$ cat src/rtl/alu_issue_pkg.sv
// Shared types for the ALU issue stage: FSM state encoding and the buffered descriptor.
package alu_issue_pkg;

  localparam int unsigned ALU_DATA_W  = 8;
  localparam int unsigned ALU_DELAY_W = 3;

  typedef enum logic [1:0] {
    IDLE,
    WAIT,
    ISSUE
  } t_issue_state;

  typedef struct packed {
    logic [3:0]             op;
    logic [1:0]             movi;
    logic [ALU_DATA_W-1:0]  reg_a;
    logic [ALU_DATA_W-1:0]  reg_b;
    logic [ALU_DATA_W-1:0]  mem;
    logic [ALU_DATA_W-1:0]  imm;
    logic [ALU_DELAY_W-1:0] delay;
  } t_alu_desc;

endpackage

$ cat src/rtl/alu_issue_fifo.sv
// Synchronous descriptor FIFO; head is visible combinationally on dout while not empty.
module alu_issue_fifo
  import alu_issue_pkg::*;
#(
  parameter int unsigned DEPTH = 4,
  localparam int unsigned AW = $clog2(DEPTH)
) (
  input  logic      clk,
  input  logic      rst_n,
  input  logic      push,
  input  logic      pop,
  input  t_alu_desc din,
  output t_alu_desc dout,
  output logic      full,
  output logic      empty,
  output logic [AW:0] count
);

  t_alu_desc     mem_q [DEPTH];
  logic [AW-1:0] wr_ptr;
  logic [AW-1:0] rd_ptr;
  logic          do_push;
  logic          do_pop;

  assign full    = (count == (AW+1)'(DEPTH));
  assign empty   = (count == '0);
  assign do_push = push && !full;
  assign do_pop  = pop && !empty;
  assign dout    = mem_q[rd_ptr];

  always_ff @(posedge clk) begin
    if (do_push) mem_q[wr_ptr] <= din;
  end

  always_ff @(posedge clk or negedge rst_n) begin
    if (!rst_n) begin
      wr_ptr <= '0;
      rd_ptr <= '0;
      count  <= '0;
    end else begin
      if (do_push) wr_ptr <= wr_ptr + 1'b1;
      if (do_pop)  rd_ptr <= rd_ptr + 1'b1;
      case ({do_push, do_pop})
        2'b10:   count <= count + 1'b1;
        2'b01:   count <= count - 1'b1;
        default: count <= count;
      endcase
    end
  end

endmodule

$ cat src/rtl/alu_issue_stage.sv
// Issue stage in front of the ALU: buffers descriptors, applies a per-op idle gap,
// and holds the ALU bus until the ALU accepts.
module alu_issue_stage
  import alu_issue_pkg::*;
#(
  parameter int unsigned DATA_WIDTH  = ALU_DATA_W,
  parameter int unsigned FIFO_DEPTH  = 4,
  parameter int unsigned DELAY_WIDTH = ALU_DELAY_W
) (
  input  logic                          CLK,
  input  logic                          RST_N,
  input  logic                          IN_VLD,
  output logic                          IN_RDY,
  input  logic [3:0]                    IN_OP,
  input  logic [1:0]                    IN_MOVI,
  input  logic [DATA_WIDTH-1:0]         IN_REG_A,
  input  logic [DATA_WIDTH-1:0]         IN_REG_B,
  input  logic [DATA_WIDTH-1:0]         IN_MEM,
  input  logic [DATA_WIDTH-1:0]         IN_IMM,
  input  logic [DELAY_WIDTH-1:0]        IN_DELAY,
  input  logic                          ALU_RDY,
  output logic                          ACT,
  output logic [3:0]                    OP,
  output logic [1:0]                    MOVI,
  output logic [DATA_WIDTH-1:0]         REG_A,
  output logic [DATA_WIDTH-1:0]         REG_B,
  output logic [DATA_WIDTH-1:0]         MEM,
  output logic [DATA_WIDTH-1:0]         IMM,
  output logic [$clog2(FIFO_DEPTH):0]   FIFO_CNT,
  output logic [15:0]                   ISSUED_CNT
);

  t_issue_state           state, state_nxt;
  logic [DELAY_WIDTH-1:0] dly_cnt, dly_nxt;
  t_alu_desc              in_desc, head;
  logic                   fifo_full, fifo_empty;
  logic                   push, load, hs;

  assign in_desc = '{op: IN_OP, movi: IN_MOVI, reg_a: IN_REG_A, reg_b: IN_REG_B,
                     mem: IN_MEM, imm: IN_IMM, delay: IN_DELAY};
  assign IN_RDY  = !fifo_full;
  assign push    = IN_VLD && IN_RDY;
  assign ACT     = (state == ISSUE);

  alu_issue_fifo #(.DEPTH(FIFO_DEPTH)) u_fifo (
    .clk   (CLK),
    .rst_n (RST_N),
    .push  (push),
    .pop   (load),
    .din   (in_desc),
    .dout  (head),
    .full  (fifo_full),
    .empty (fifo_empty),
    .count (FIFO_CNT)
  );

  always_comb begin
    state_nxt = state;
    dly_nxt   = dly_cnt;
    load      = 1'b0;
    hs        = 1'b0;
    case (state)
      IDLE: load = !fifo_empty;
      WAIT: begin
        dly_nxt = dly_cnt - 1'b1;
        if (dly_cnt <= DELAY_WIDTH'(1)) state_nxt = ISSUE;
      end
      ISSUE: begin
        if (ALU_RDY) begin
          hs = 1'b1;
          if (!fifo_empty) load = 1'b1;
          else             state_nxt = IDLE;
        end
      end
      default: state_nxt = IDLE;
    endcase
    // A load from either IDLE or ISSUE picks its next state from the incoming gap.
    if (load) begin
      if (head.delay != '0) begin
        state_nxt = WAIT;
        dly_nxt   = head.delay;
      end else begin
        state_nxt = ISSUE;
      end
    end
  end

  always_ff @(posedge CLK or negedge RST_N) begin
    if (!RST_N) begin
      state      <= IDLE;
      dly_cnt    <= '0;
      OP         <= '0;
      MOVI       <= '0;
      REG_A      <= '0;
      REG_B      <= '0;
      MEM        <= '0;
      IMM        <= '0;
      ISSUED_CNT <= '0;
    end else begin
      state   <= state_nxt;
      dly_cnt <= dly_nxt;
      if (hs) ISSUED_CNT <= ISSUED_CNT + 16'd1;
      if (load) begin
        OP    <= head.op;
        MOVI  <= head.movi;
        REG_A <= head.reg_a;
        REG_B <= head.reg_b;
        MEM   <= head.mem;
        IMM   <= head.imm;
      end
    end
  end

endmodule

$ cat config.mk
export PLATFORM = sky130hd
export DESIGN_NAME = alu_issue_stage
export DESIGN_NICKNAME = d
export VERILOG_FILES = /design/src/rtl/alu_issue_pkg.sv /design/src/rtl/alu_issue_fifo.sv /design/src/rtl/alu_issue_stage.sv
export SDC_FILE = /design/constraint.sdc
export NUM_CORES = 1
export LEC_CHECK = 0
export CAP_MARGIN = 20
export CORE_ASPECT_RATIO = 1.2
export CORE_UTILIZATION = 50
export CTS_CLUSTER_SIZE = 12
export DETAILED_ROUTE_END_ITERATION = 16
export PLACE_DENSITY = 0.86
export SETUP_SLACK_MARGIN = 0.02
export SLEW_MARGIN = 15
export SYNTH_ARGS = -nofsm -noshare
export SYNTH_HDL_FRONTEND = slang
export SYNTH_HIERARCHICAL = 1
export SYNTH_SLANG_ARGS = --single-unit
$ cat constraint.sdc
create_clock -name CLK -period 2.2 [get_ports CLK]
set_input_delay 0.44 -clock CLK [delete_from_list [all_inputs] [get_ports CLK]]
set_output_delay 0.44 -clock CLK [all_outputs]
set_load 0.03 [all_outputs]
==> results of run 1 <==
cells by family (layout without fill, tap and decap cells):
logic type / count (synthesis) / in the layout / synth area share, %
compound gates: 9 / 9 / 0.750
xor+xnor: 23 / 23 / 2.28
fa+ha+maj: 9 / 9 / 1.36
buf+inv: 24 / 177 / 2.11
flops: 230 / 230 / 74.3
mux: 81 / 81 / 15.6
simple gates: 50 / 50 / 3.54
repair_timing:
action / 4_1_cts / 5_1_grt
gates resized for setup: 2 / 3
hold buffers: 1 / 0
endpoints found under the hold margin: 29 / 0
setup endpoints to repair: 2 / 2
worst paths after layout:
kind                       slack (ns)                   startpoint                      endpoint  cells past startpoint
max                              0.08    ISSUED_CNT[3]$_DFFE_PN0P_                 ISSUED_CNT[3]                      1
min                              0.45                        RST_N           MOVI[0]$_DFFE_PN0P_                      2
max reg2reg                      0.18  u_fifo/count[0]$_DFFE_PN0P_   u_fifo/count[2]$_DFFE_PN0P_                     10
min reg2reg                      0.48   ISSUED_CNT[15]$_DFFE_PN0P_    ISSUED_CNT[15]$_DFFE_PN0P_                      1
max in group asynchronous        1.15                        RST_N  u_fifo/rd_ptr[0]$_DFFE_PN0P_                      3
min in group CLK                 0.48   ISSUED_CNT[15]$_DFFE_PN0P_    ISSUED_CNT[15]$_DFFE_PN0P_                      1
registers in the layout, indices dropped and copies added (netlist names):
signal,cells
REG_A,8
u_fifo/rd_ptr,2
dly_cnt,3
MEM,8
u_fifo/mem_q,164
OP,4
IMM,8
REG_B,8
ISSUED_CNT,16
u_fifo/wr_ptr,2
u_fifo/count,3
MOVI,2
state,2
cell type report:
cell class                 instances  area [µm²]
clock inverter                     3        43.8
fill                            1157        6040
tap                              216         270
sequential                       230        6590
multi-input combinational        172        2110
inverter                          10        37.5
timing repair buffer             123        1320
clock buffer                      41         706
through the flow:
stage	utilization, %	power (mW)	hold WS [ns]
finish	64.7	15.9	0.446
global route	64.7	16.7	0.481
CTS	64.7	16.1	0.455
detailed placement	60.3	12.3	0.436
global placement	60.3	12.0	0.432
floorplan	-	10.3	0.144
cells in the mapped netlist, types with 4 or more instances:
| cell | n | area share, % |
|---|---|---|
| xnor2_1 | 13 | 1.3 |
| mux2_2 | 39 | 5.0 |
| nor3_1 | 5 | 0.28 |
| inv_1 | 10 | 0.42 |
| dfrtp_1 | 66 | 19 |
| nor2_1 | 7 | 0.30 |
| buf_12 | 4 | 0.91 |
| ha_1 | 8 | 1.1 |
| and2_1 | 4 | 0.28 |
| edfxtp_1 | 164 | 56 |
| nand3_1 | 4 | 0.23 |
| buf_2 | 4 | 0.23 |
| xor2_1 | 10 | 0.99 |
| mux4_2 | 38 | 9.7 |
| nand4_1 | 4 | 0.28 |
| nand2_1 | 12 | 0.51 |
power groups by stage:
| stage | combinational, mW | sequential [mW] | clock (mW) |
|---|---|---|---|
| floorplan | 3.11 | 7.19 | 0 |
| global route | 6.03 | 6.63 | 4.06 |
| finish | 5.61 | 6.52 | 3.80 |
| detailed placement | 5.67 | 6.60 | 0 |
| CTS | 5.70 | 6.53 | 3.89 |
| global placement | 5.49 | 6.52 | 0 |
metal layers:
layer,global-route usage (%),routed length [µm]
met1,23.3,6500
met2,32.0,8230
met3,3.55,818
met4,4.82,230
met5,0,0
==> results.md, run 1 <==
- Run status: completed
- Post-synthesis cell type count: 40
- Most common cell after layout, fill and taps aside: edfxtp_1
- Via count: 4,344
- Internal power summed over all cells: 11.0 mW
- Final routed wirelength across all metal layers: 15,800 µm
- Maximum fanout encountered on the critical timing path: 5
- Post-synthesis sequential area ratio: 74.3%
- Total overflow reported by the global router: 0
- Overall die width: 123 µm
- Maximum vdd drop: 1060 µV
- Total power per unit cell area: 1440 nW/µm²
- Count of final hold-check violations: 0
- Pleak: 3.99 nW
- Worst clock skew: 0.0133 ns
- Area added between synthesis and finish: 25.1%
- Crit-path cells: clkdlybuf4s50_1
- Period Utilization, post-route: 96.1%
- Cell with the biggest individual delay on the critical path: clkdlybuf4s50_1
- DRC violation count after routing: 0
- Achievable clock frequency: 0.473 GHz
- Post-synthesis instance area: 8850 µm²
- Starting density of the core: 51.7%
- Via density per instance: 5.46
- Average size of a mapped cell: 20.8 µm²
- Number of post-CTS setup repair buffers: 0
- Post-placement cell count: 750
- Hold crit path type: primary input to async pin
- Buffer depth of the longest clock path: 3
- Part of the total power dissipated in the clock network: 23.8%
- Clock net sink count: 230
- Initial antenna violation count: 0
- Top delay family on crit path: buffers and inverters
- Worst stage delay on the critical path: 0.71 ns
- CP Data Required Time: 1.76 ns
- Root buf cell: clkbuf_16
- Overall track demand over capacity in global routing: 18.3%
- First-pass GRT wire length: 25,200 µm
- Total of flip-flops plus latches after synthesis: 230
- CTS tree: built
- Number of violations reported at the end of detailed-routing iteration 0: 228
- Share of synthesized flip-flops with an asynchronous set or reset: 28.7%
- IO Count: 104
- Clock transition at path regs: 0.06 ns
- Kind of critical path: flop to output pin
- Setup repair after global routing missed its margin: false
- Final antenna diode count: 0
- Fraction of layout cells with a size suffix above 1: 25.6%
- H-Tree Depth: 1
- Psw: 4.92 mW
- Number of buffers added by the clock tree synthesis step: 24
- Last weighted congestion value of the routability-driven placer: 0.772
- Cells after Synth: 426
- Layout Cells excl Fill: 795
- Worst setup EP type: output pin
- Primary FF master, synth: edfxtp_1
- Synthesis warning total: 6
- Final worst setup slack: 0.0849 ns
- Most frequent cells in the layout: 164 x edfxtp_1, 99 x clkdlybuf4s50_1, 61 x dfrtp_1
- Number of placement rows: 52
- Cell area after layout: 11,100 µm²
- Max-slew headroom: 58.3%
- Quantity of I/O buffers inserted on ports: 103
- Worst setup slack before clock tree synthesis: -0.331 ns
- Fraction of power consumed by sequential logic: 40.9%
- Die Ht: 148 µm
- Clock latency on the worst-skew pair: 0.50 ns
- Net Sw Frac: 30.9%
- Measured slew at the worst slew-check pin: 0.625 ns
- Mapped Nets: 480
- Critical Path AT: 1.68 ns
- Comb pwr share: 35.2%
- Number of endpoints failing setup at the final stage: 0
- Maximum number of pins on one net before global-route repair: 43
- Vias in the first global route: 4,771
- Post-detail-place hpwl: 9870 µm
- Number of nets in the final layout: 615
- Number of maximum-capacitance constraint violations: 0
- Die Area: 18,200 µm²
- Number of nets with antenna violations after routing: 0
- Final sum of negative setup slack: 0 ns
- Post-place instance area: 10,300 µm²
- Mean routed wirelength per cell: 19.8 µm
- Time the worst path needs with I/O delays and setup: 2.12 ns
- Core Region: 17,100 µm²
- Final count of pins violating max slew: 0
- Crit start category: flop
- Pre-antenna DRT Iters: 4
- Worst Path Buf+Inv: 1
- Number of enable-type register cells in the synthesized netlist: 164
Note: power is estimated with default switching activity, not from simulation.
==> run 2, diff against run 1 <==
Settings changed: CTS_CLUSTER_SIZE 12 to 24.
==> results.md, run 2 (synthesis gave the netlist of run 1 again) <==
- Number of placement rows: 52
- Worst setup EP type: output pin
- Mean routed wirelength per cell: 20.1 µm
- Core Region: 17,100 µm²
- Final worst setup slack: 0.101 ns
- Kind of critical path: flop to output pin
- Die Area: 18,200 µm²
- Reg2Reg Depth: 10
- Time the worst path needs with I/O delays and setup: 2.10 ns
- Run status: completed
- Maximum fanout encountered on the critical timing path: 5
- Count of final hold-check violations: 0
- Pleak: 3.99 nW
- Most common cell after layout, fill and taps aside: edfxtp_1
- Total power: 15.9 mW
- Clock transition at path regs: 0.06 ns
- Number of maximum-capacitance constraint violations: 0
- Die Ht: 148 µm
- Seq. cell area: 6590 µm²
- Setup repair after global routing missed its margin: false
- Worst reg2reg setup slack: 0.18 ns
- Overall track demand over capacity in global routing: 18.5%
- Final count of pins violating max slew: 0
- Number of nets with antenna violations after routing: 0
- Maximum number of pins on one net before global-route repair: 43
- Root buf cell: clkbuf_16
- Worst Path Buf+Inv: 1
- Largest register by flop count: u_fifo/mem_q
- Worst setup slack before clock tree synthesis: -0.331 ns
- DRC violation count after routing: 0
- Logic depth of the worst path, buffers included: 1
- Most frequent cells in the layout: 164 x edfxtp_1, 99 x clkdlybuf4s50_1, 61 x dfrtp_1
- CP Data Required Time: 1.76 ns
- Total power per unit cell area: 1440 nW/µm²
- Global-route track usage on met2: 32.7%
- Achievable clock frequency: 0.476 GHz
- Maximum vdd drop: 1090 µV
- Max-slew headroom: 59.2%
- Vias in the first global route: 4,764
- Top delay family on crit path: buffers and inverters
- Area occupied by multi-input gates: 2110 µm²
- IO Count: 104
- First-pass GRT wire length: 25,400 µm
- Post-detail-place hpwl: 9870 µm
- Measured slew at the worst slew-check pin: 0.612 ns
- Worst stage delay on the critical path: 0.71 ns
- H-Tree Depth: 1
- Worst r2r src: u_fifo/count[0]$_DFFE_PN0P_
- Worst clock skew: 0.00721 ns
- Final routed wirelength across all metal layers: 15,900 µm
- Last weighted congestion value of the routability-driven placer: 0.772
- Largest registers: u_fifo/mem_q x164, ISSUED_CNT x16
- Crit-path cells: clkdlybuf4s50_1
- Via density per instance: 5.50
- Period Utilization, post-route: 95.4%
- Hold crit path type: primary input to async pin
- Crit start category: flop
- Initial antenna violation count: 0
- Number of post-CTS setup repair buffers: 0
- Pre-antenna DRT Iters: 4
- Cell with the biggest individual delay on the critical path: clkdlybuf4s50_1
- Met3 demand-to-capacity share in global routing: 3.90%
- Number of violations reported at the end of detailed-routing iteration 0: 247
- CTS tree: built
- Count of filler cells inserted in the layout: 1,154
- Number of nets in the final layout: 613
- Max reg flops: 164
- Area added between synthesis and finish: 24.8%
- Critical Path Sink: ISSUED_CNT[3]
- Fraction of layout cells with a size suffix above 1: 26.3%
- Clock net sink count: 230
- Layer with the highest usage: met2
- Met1 Usage GRT: 23.3%
- Buffer depth of the longest clock path: 3
- Overall die width: 123 µm
- Clock latency on the worst-skew pair: 0.49 ns
- CP Launch Point: ISSUED_CNT[3]$_DFFE_PN0P_
- Capture instance of the worst register-to-register path: u_fifo/count[2]$_DFFE_PN0P_
- Via count: 4,347
- Quantity of I/O buffers inserted on ports: 103
- Starting density of the core: 51.7%
- Final antenna diode count: 0
- Critical Path AT: 1.66 ns
- Total overflow reported by the global router: 0
- Number of endpoints failing setup at the final stage: 0
- Number of buffers added by the clock tree synthesis step: 22
-- run 2: per-stage QoR --
step                      cells  hold slack, ns  instance area, µm²  utilization (%)  TNS (ns)
after CTS                   791           0.460               11000             64.5         0
after global routing        791           0.480               11000             64.5         0
after detailed placement    750           0.436               10300             60.3     -7.39
after global placement      750           0.432               10300             60.3     -5.52
final                       791           0.450               11000             64.5         0
after floorplan             426           0.144                8880                -  -0.00633
-- run 2: final cells by class --
cell class / instances / area share, %
Inverter: 10 / 0.340
Timing Repair Buffer: 123 / 11.9
Clock buffer: 32 / 5.70
Multi-Input combinational cell: 172 / 19.1
Sequential cell: 230 / 59.6
Tap cell: 216 / 2.45
Clock inverter: 8 / 0.839
-- run 2: worst min-delay path by stage --
stage                      from              endpoint  slack (ns)  cells after the start
after CTS                 RST_N  REG_A[4]$_DFFE_PN0P_        0.46                      2
after global placement    RST_N  REG_A[7]$_DFFE_PN0P_        0.43                      1
after floorplan           RST_N    IMM[0]$_DFFE_PN0P_        0.14                      0
after global routing      RST_N  REG_A[1]$_DFFE_PN0P_        0.48                      2
final                     RST_N  REG_A[1]$_DFFE_PN0P_        0.45                      2
after detailed placement  RST_N  REG_A[6]$_DFFE_PN0P_        0.44                      1
-- run 2: where the power goes --
| part | leakage (nW) | switching, mW | internal [mW] |
|---|---|---|---|
| sequential | 2.30 | 0.629 | 5.89 |
| clock | 0.354 | 1.48 | 2.22 |
| combinational | 1.33 | 2.81 | 2.82 |
-- run 2: timing repair --
action	in CTS	in global routing
hold buffers	1	0
resized for setup	2	3
hold endpoints to repair	29	0
setup endpoints to repair	2	2
-- run 2: metal layers --
layer | vias to the layer above | share of wire (%)
li1 | 1941 | -
met1 | 2267 | 41
met2 | 120 | 53
met3 | 19 | 5.5
met4 | 0 | 1.3
met5 | - | 0
